**config.mk**
```make
export PLATFORM = sky130hd
export DESIGN_NAME = fifo_writer_helper
export DESIGN_NICKNAME = d
export VERILOG_FILES = /design/src/rtl/ahb3lite_pkg.sv /design/src/rtl/fifo_writer_helper.sv
export SDC_FILE = /design/constraint.sdc
export NUM_CORES = 1
export LEC_CHECK = 0
export CAP_MARGIN = 20
export CORE_MARGIN = 2
export CORE_UTILIZATION = 25
export DETAILED_ROUTE_END_ITERATION = 10
export PLACE_DENSITY = 0.46
export SETUP_SLACK_MARGIN = 0.5
export SLEW_MARGIN = 20
export SYNTH_ARGS = -nofsm -noshare
export SYNTH_HDL_FRONTEND = slang
export SYNTH_SLANG_ARGS = --single-unit
export TNS_END_PERCENT = 50
```
**constraint.sdc**
```tcl
create_clock -name CLK -period 2.2 [get_ports CLK]
set_clock_uncertainty 0.05 [all_clocks]
set_input_delay 0.33 -clock CLK [delete_from_list [all_inputs] [get_ports CLK]]
set_output_delay 0.33 -clock CLK [all_outputs]
set_load 0.02 [all_outputs]
```
**src/rtl/ahb3lite_pkg.sv**
```systemverilog
// ahb3lite_pkg
//   Shared types for the AHB3-Lite support blocks.
//   FIFO_Writer_Help_state : state encoding of fifo_writer_helper
//   FWH_LANES              : byte lanes in one packed FIFO word
//   fwh_fill_word()        : a word with every lane set to the fill byte
package ahb3lite_pkg;

  typedef enum logic [1:0] {
    Writer_IDLE  = 2'd0,
    Writer_PACK  = 2'd1,
    Writer_WRITE = 2'd2
  } FIFO_Writer_Help_state;

  localparam int unsigned FWH_LANES = 4;

  function automatic logic [31:0] fwh_fill_word(input logic [7:0] fill);
    return {FWH_LANES{fill}};
  endfunction

endpackage

```
**src/rtl/fifo_writer_helper.sv**
```systemverilog
// fifo_writer_helper
//   Packs a serial byte stream of L bytes (0..63) into little-endian 32-bit
//   words and pushes them into a FIFO. A partial final word has its unused
//   lanes filled with FILL_BYTE.
//
// Parameters
//   FILL_BYTE        : byte value for unused lanes of a partial final word
// Ports
//   CLK              : clock, rising edge
//   RESETn           : synchronous active-low reset
//   Write_Request    : start of transfer, sampled only in IDLE
//   i_BUFFER_LENGTH  : transfer length in bytes, latched at start
//   i_byte           : serial input byte
//   i_byte_valid     : i_byte valid
//   o_byte_ready     : byte accepted this cycle when i_byte_valid is high
//   i_FIFO_full      : FIFO full flag
//   o_FIFO_din       : packed word to FIFO
//   o_FIFO_wr_en     : FIFO write strobe
//   o_busy           : high outside IDLE
//   o_done           : one-cycle pulse at end of transfer
//   o_overflow       : (only with FIFO_WRITER_OVERFLOW_EN) sticky flag, a
//                      byte was offered while IDLE; cleared by a request
//   Pack_Counter     : current byte lane (0..3)
//
// Build option: define FIFO_WRITER_OVERFLOW_EN to add o_overflow.
module fifo_writer_helper
  import ahb3lite_pkg::*;
#(
  parameter logic [7:0] FILL_BYTE = 8'h00
) (
  input  logic        CLK,
  input  logic        RESETn,
  input  logic        Write_Request,
  input  logic [5:0]  i_BUFFER_LENGTH,
  input  logic [7:0]  i_byte,
  input  logic        i_byte_valid,
  output logic        o_byte_ready,
  input  logic        i_FIFO_full,
  output logic [31:0] o_FIFO_din,
  output logic        o_FIFO_wr_en,
  output logic        o_busy,
  output logic        o_done,
`ifdef FIFO_WRITER_OVERFLOW_EN
  output logic        o_overflow,
`endif
  output logic [1:0]  Pack_Counter
);

  FIFO_Writer_Help_state state_q;
  logic [5:0]  len_q;
  logic [6:0]  byte_cnt_q;
  logic [6:0]  byte_cnt_d;
  logic [1:0]  pack_cnt_q;
  logic [31:0] word_q;
  logic        done_q;
  logic        byte_accept;
  logic        last_byte;

  assign byte_accept = (state_q == Writer_PACK) && i_byte_valid;
  assign byte_cnt_d  = byte_cnt_q + 7'd1;
  // Word closes on lane 3 or on the final byte of the transfer.
  assign last_byte   = (pack_cnt_q == 2'd3) || (byte_cnt_d == {1'b0, len_q});

  always_ff @(posedge CLK) begin
    if (!RESETn) begin
      state_q    <= Writer_IDLE;
      len_q      <= '0;
      byte_cnt_q <= '0;
      pack_cnt_q <= '0;
      word_q     <= '0;
      done_q     <= 1'b0;
    end else begin
      done_q <= 1'b0;
      unique case (state_q)
        Writer_IDLE: begin
          if (Write_Request) begin
            if (i_BUFFER_LENGTH != 6'd0) begin
              len_q      <= i_BUFFER_LENGTH;
              byte_cnt_q <= '0;
              pack_cnt_q <= '0;
              word_q     <= fwh_fill_word(FILL_BYTE);
              state_q    <= Writer_PACK;
            end else begin
              // Empty transfer: nothing to write, just report completion.
              done_q <= 1'b1;
            end
          end
        end
        Writer_PACK: begin
          if (byte_accept) begin
            word_q[{pack_cnt_q, 3'b000} +: 8] <= i_byte;
            pack_cnt_q <= pack_cnt_q + 2'd1;
            byte_cnt_q <= byte_cnt_d;
            if (last_byte) state_q <= Writer_WRITE;
          end
        end
        Writer_WRITE: begin
          // The word stays put until the FIFO can take it.
          if (!i_FIFO_full) begin
            if (byte_cnt_q == {1'b0, len_q}) begin
              state_q <= Writer_IDLE;
              done_q  <= 1'b1;
            end else begin
              state_q    <= Writer_PACK;
              pack_cnt_q <= '0;
              word_q     <= fwh_fill_word(FILL_BYTE);
            end
          end
        end
        default: state_q <= Writer_IDLE;
      endcase
    end
  end

`ifdef FIFO_WRITER_OVERFLOW_EN
  logic overflow_q;

  // A byte offered in IDLE is dropped; remember it until the next request.
  // A byte dropped in the same cycle as the request still counts.
  always_ff @(posedge CLK) begin
    if (!RESETn) begin
      overflow_q <= 1'b0;
    end else if (state_q == Writer_IDLE && i_byte_valid) begin
      overflow_q <= 1'b1;
    end else if (state_q == Writer_IDLE && Write_Request) begin
      overflow_q <= 1'b0;
    end
  end

  assign o_overflow = overflow_q;
`endif

  assign o_byte_ready = (state_q == Writer_PACK);
  assign o_FIFO_wr_en = (state_q == Writer_WRITE) && !i_FIFO_full;
  assign o_FIFO_din   = word_q;
  assign o_busy       = (state_q != Writer_IDLE);
  assign o_done       = done_q;
  assign Pack_Counter = pack_cnt_q;

endmodule
```
==> results.cfg <==
[cts]
insertion_delay_ps = 310
clk_pin_slew_ps = 90
clk_path_buf_depth = 2
clock_sink_count = 50
clockRootBuffer = sky130_fd_sc_hd__clkbuf_8
clock_tree.htree_level_count = 2
tritoncts.num_buffers = 5
cts-hold-fix-buffers = 0
cts_tree = built

[layout]
layout-drive-gt1-share = 0.188
n_fill_cell = 1016
antenna_cells_inserted = 0
instances_no_fill = 494
design.final.nets = 384
syn2layout_area_growth_pct = 46.0
multi_input_comb_area_sq_mm = 0.00151
postLayoutCellArea_sq_mm = 0.00368
layout.core_utilization = 0.377
area.sequential_sq_mm = 0.00102

[worst_setup_path]
worstSetupEndpointType = register
reg2reg_slack_ps = 390
worst_r2r_path_depth = 7
startpoint_type_of_the_worst_setup_path = register
worst_ep_required_time_ps = 2350
reg2reg_from = len_q[1]
path_max_fanout = 8
terminus_of_the_critical_flop_to_flop_path = o_FIFO_din[7]
timing.critical_path.arrival_ps = 1960
timing_worst_setup_path_type = reg2reg

[route]
drt-initial-drc-count = 77
routed_wl_um = 7220
number_of_drc_violations_after_detailed_routing = 0
ant_nets = 0
number_of_optimization_iterations_in_the_first_detailed_route_pass = 4
total_via_count_in_the_routed_design = 2310
viasPerCell = 4.68
routedWlPerCell_um = 14.6

[run]
number_of_max_cap_violations = 0

[hold_path]
hold_path.class = reg2reg
holdCritStartpoint = o_FIFO_din[2]
count_of_cells_along_the_worst_hold_path = 2
whs_endpoint = o_FIFO_din[2]

[sta]
slew-limit-headroom = 0.646
worst_slew_pin_slew_ps = 531
fin_crit_ps = 1810
rsz_0062_raised_after_global_routing = true
setup_viol_count_final = 0
period_share = 0.824
hold_violations = 0
finalHoldWorstSlack_ps = 414
clock.fmax_mhz = 552
final-max-slew-violation-count = 0

[floorplan]
total_number_of_placement_rows = 36
io_pins = 57
core_sq_mm = 0.00977
initial_core_util = 0.258
die_area_sq_mm = 0.0109
die-width_um = 104
die_height_um = 104

[synthesis]
number_of_enable_flip_flop_cells_after_synthesis = 0
yosysWarnings = 0
yosys-mux-area-fraction = 0.131
netlist.area_leader.share = 0.397
synth_compound_gate_area_share = 0.137
yosys.area_share.simple = 0.238
seq_area_frac_synth = 0.397
synth.area.top_cells = sky130_fd_sc_hd__dfxtp_1 40%, sky130_fd_sc_hd__mux2i_1 13%, sky130_fd_sc_hd__nand3_1 7.1%
post_synth_inst_count = 283
yosysMostFrequentCell = sky130_fd_sc_hd__dfxtp_1
net_count_after_synthesis = 307
main_flop_type_after_synthesis = sky130_fd_sc_hd__dfxtp_1
synth.cells.most_frequent = 50 x sky130_fd_sc_hd__dfxtp_1, 44 x sky130_fd_sc_hd__nand2_1, 36 x sky130_fd_sc_hd__nand3_1
netlist-cell-type-count = 44
postSynthRegisterBits = 50
syn-cell-area_sq_mm = 0.00252
dominant_combinational_cell_family_by_area_after_synthesis = simple AND/OR/NAND/NOR gates
synth_adder_area_share = 0.0248
synth_area_per_cell_sq_um = 8.91
post_synth_xor_area_fraction = 0.0382
synthDominantAreaCellType = sky130_fd_sc_hd__dfxtp_1
async_reset_ff_frac = 0

[global_route]
globalRoute.totalOverflow = 0
grt-busiest-layer = met2
wire_length_of_the_first_global_routing_pass_um = 12000
grt_max_degree = 34
gr-usage-met3 = 0.0294
track_usage = 0.138
grt_pass1_vias = 2268
grt_antenna_before_repair = 0
use_met1 = 0.188
grt_use_met2 = 0.220

[run_status]
run_status = finished clean

[place]
port-buffer-count = 56
finalWeightedCongestion = 0.781
placed_wire_length_estimate_um = 5110
place_inst = 476
dpl-instance-area_sq_mm = 0.00345

[power]
cellLeakagePower_nw = 1.35
power.density_cell_area_mw_per_mm2 = 633
peakVddDrop_mv = 0.251
## kinds of logic after synthesis
| family | count (synthesis) |
|---|---|
| flops | 50 |
| simple gates | 120 |
| buf+inv | 21 |
| mux | 33 |
| fa+ha+maj | 5 |
| compound gates | 43 |
| xor+xnor | 11 |
## report_power, final
group          switching (mW)  internal, mW  total (mW)
Sequential             0.0257         0.931       0.956
Combinational           0.345         0.351       0.696
Clock                   0.339         0.340       0.679
## state kept, by name, indices dropped and copies added, names as in the netlist
register,cells
byte_cnt_q,7
o_done,1
Pack_Counter,2
o_FIFO_din,32
len_q,6
state_q,2
## per-layer routing
layer,vias up,share of wire
met1,1099,0.49
li1,1150,-
met4,0,0.010
met3,7,0.037
met2,54,0.47
met5,-,0
## worst max path at each step
stage | cells past startpoint | slack (ps) | end | start
floorplan | 5 | 430 | state_q[0] | len_q[1]
detailed placement | 7 | -20 | byte_cnt_q[2] | i_BUFFER_LENGTH[2]
global route | 7 | 310 | o_FIFO_din[16] | len_q[1]
CTS | 7 | 360 | o_FIFO_din[2] | len_q[1]
global placement | 7 | 10 | byte_cnt_q[2] | i_BUFFER_LENGTH[2]
finish | 7 | 390 | o_FIFO_din[7] | len_q[1]
## critical path, stage by stage (launching register included)
cell                       delay, ps
sky130_fd_sc_hd__dfxtp_2         340
sky130_fd_sc_hd__xor2_1          150
sky130_fd_sc_hd__or4_4           550
sky130_fd_sc_hd__o21bai_4        150
sky130_fd_sc_hd__buf_12          150
sky130_fd_sc_hd__a21oi_4          60
sky130_fd_sc_hd__buf_12          140
sky130_fd_sc_hd__mux2i_1         110
## metrics by stage
step | power, mW | setup TNS (ps) | setup WS (ps)
after floorplan | 1.36 | 0 | 433
after global placement | 1.63 | 0 | 14.2
after detailed placement | 1.63 | -26.5 | -16.9
after CTS | 2.37 | 0 | 360
after global routing | 2.45 | 0 | 312
final | 2.33 | 0 | 387
## cell usage in the layout, fill, tap and decap left out, types with 3 or more instances in the layout
cell type	instances
sky130_fd_sc_hd__clkdlybuf4s50_1	52
sky130_fd_sc_hd__nand3_1	35
sky130_fd_sc_hd__buf_4	19
sky130_fd_sc_hd__xnor2_1	4
sky130_fd_sc_hd__a21oi_1	5
sky130_fd_sc_hd__dfxtp_2	6
sky130_fd_sc_hd__nor2_1	10
sky130_fd_sc_hd__dfxtp_1	41
sky130_fd_sc_hd__ha_1	4
sky130_fd_sc_hd__inv_1	7
sky130_fd_sc_hd__a21oi_4	4
sky130_fd_sc_hd__a22oi_1	4
sky130_fd_sc_hd__buf_12	7
sky130_fd_sc_hd__clkbuf_8	5
sky130_fd_sc_hd__dfxtp_4	3
sky130_fd_sc_hd__a21boi_0	6
sky130_fd_sc_hd__o21ai_0	7
sky130_fd_sc_hd__mux2i_1	33
sky130_fd_sc_hd__nor2b_1	7
sky130_fd_sc_hd__xor2_1	7
sky130_fd_sc_hd__nor4_4	3
sky130_fd_sc_hd__nand2_1	44
sky130_fd_sc_hd__a21o_1	4
## what timing repair did
action | 4_1_cts | 5_1_grt
gates resized for setup | 14 | 6
buffers inserted | 10 | 0
endpoints found under the setup margin | 51 | 70
pin swaps | 6 | 1
## cell type report
| type | instances | share of cell area |
|---|---|---|
| Clock buffer | 5 | 0.0187 |
| Clock inverter | 3 | 0.0119 |
| Tap cell | 133 | 0.0452 |
| Multi-Input combinational cell | 212 | 0.410 |
| Inverter | 8 | 0.00815 |
| Sequential cell | 50 | 0.277 |
| Timing Repair Buffer | 83 | 0.230 |
(Power assumes the default switching activity.)
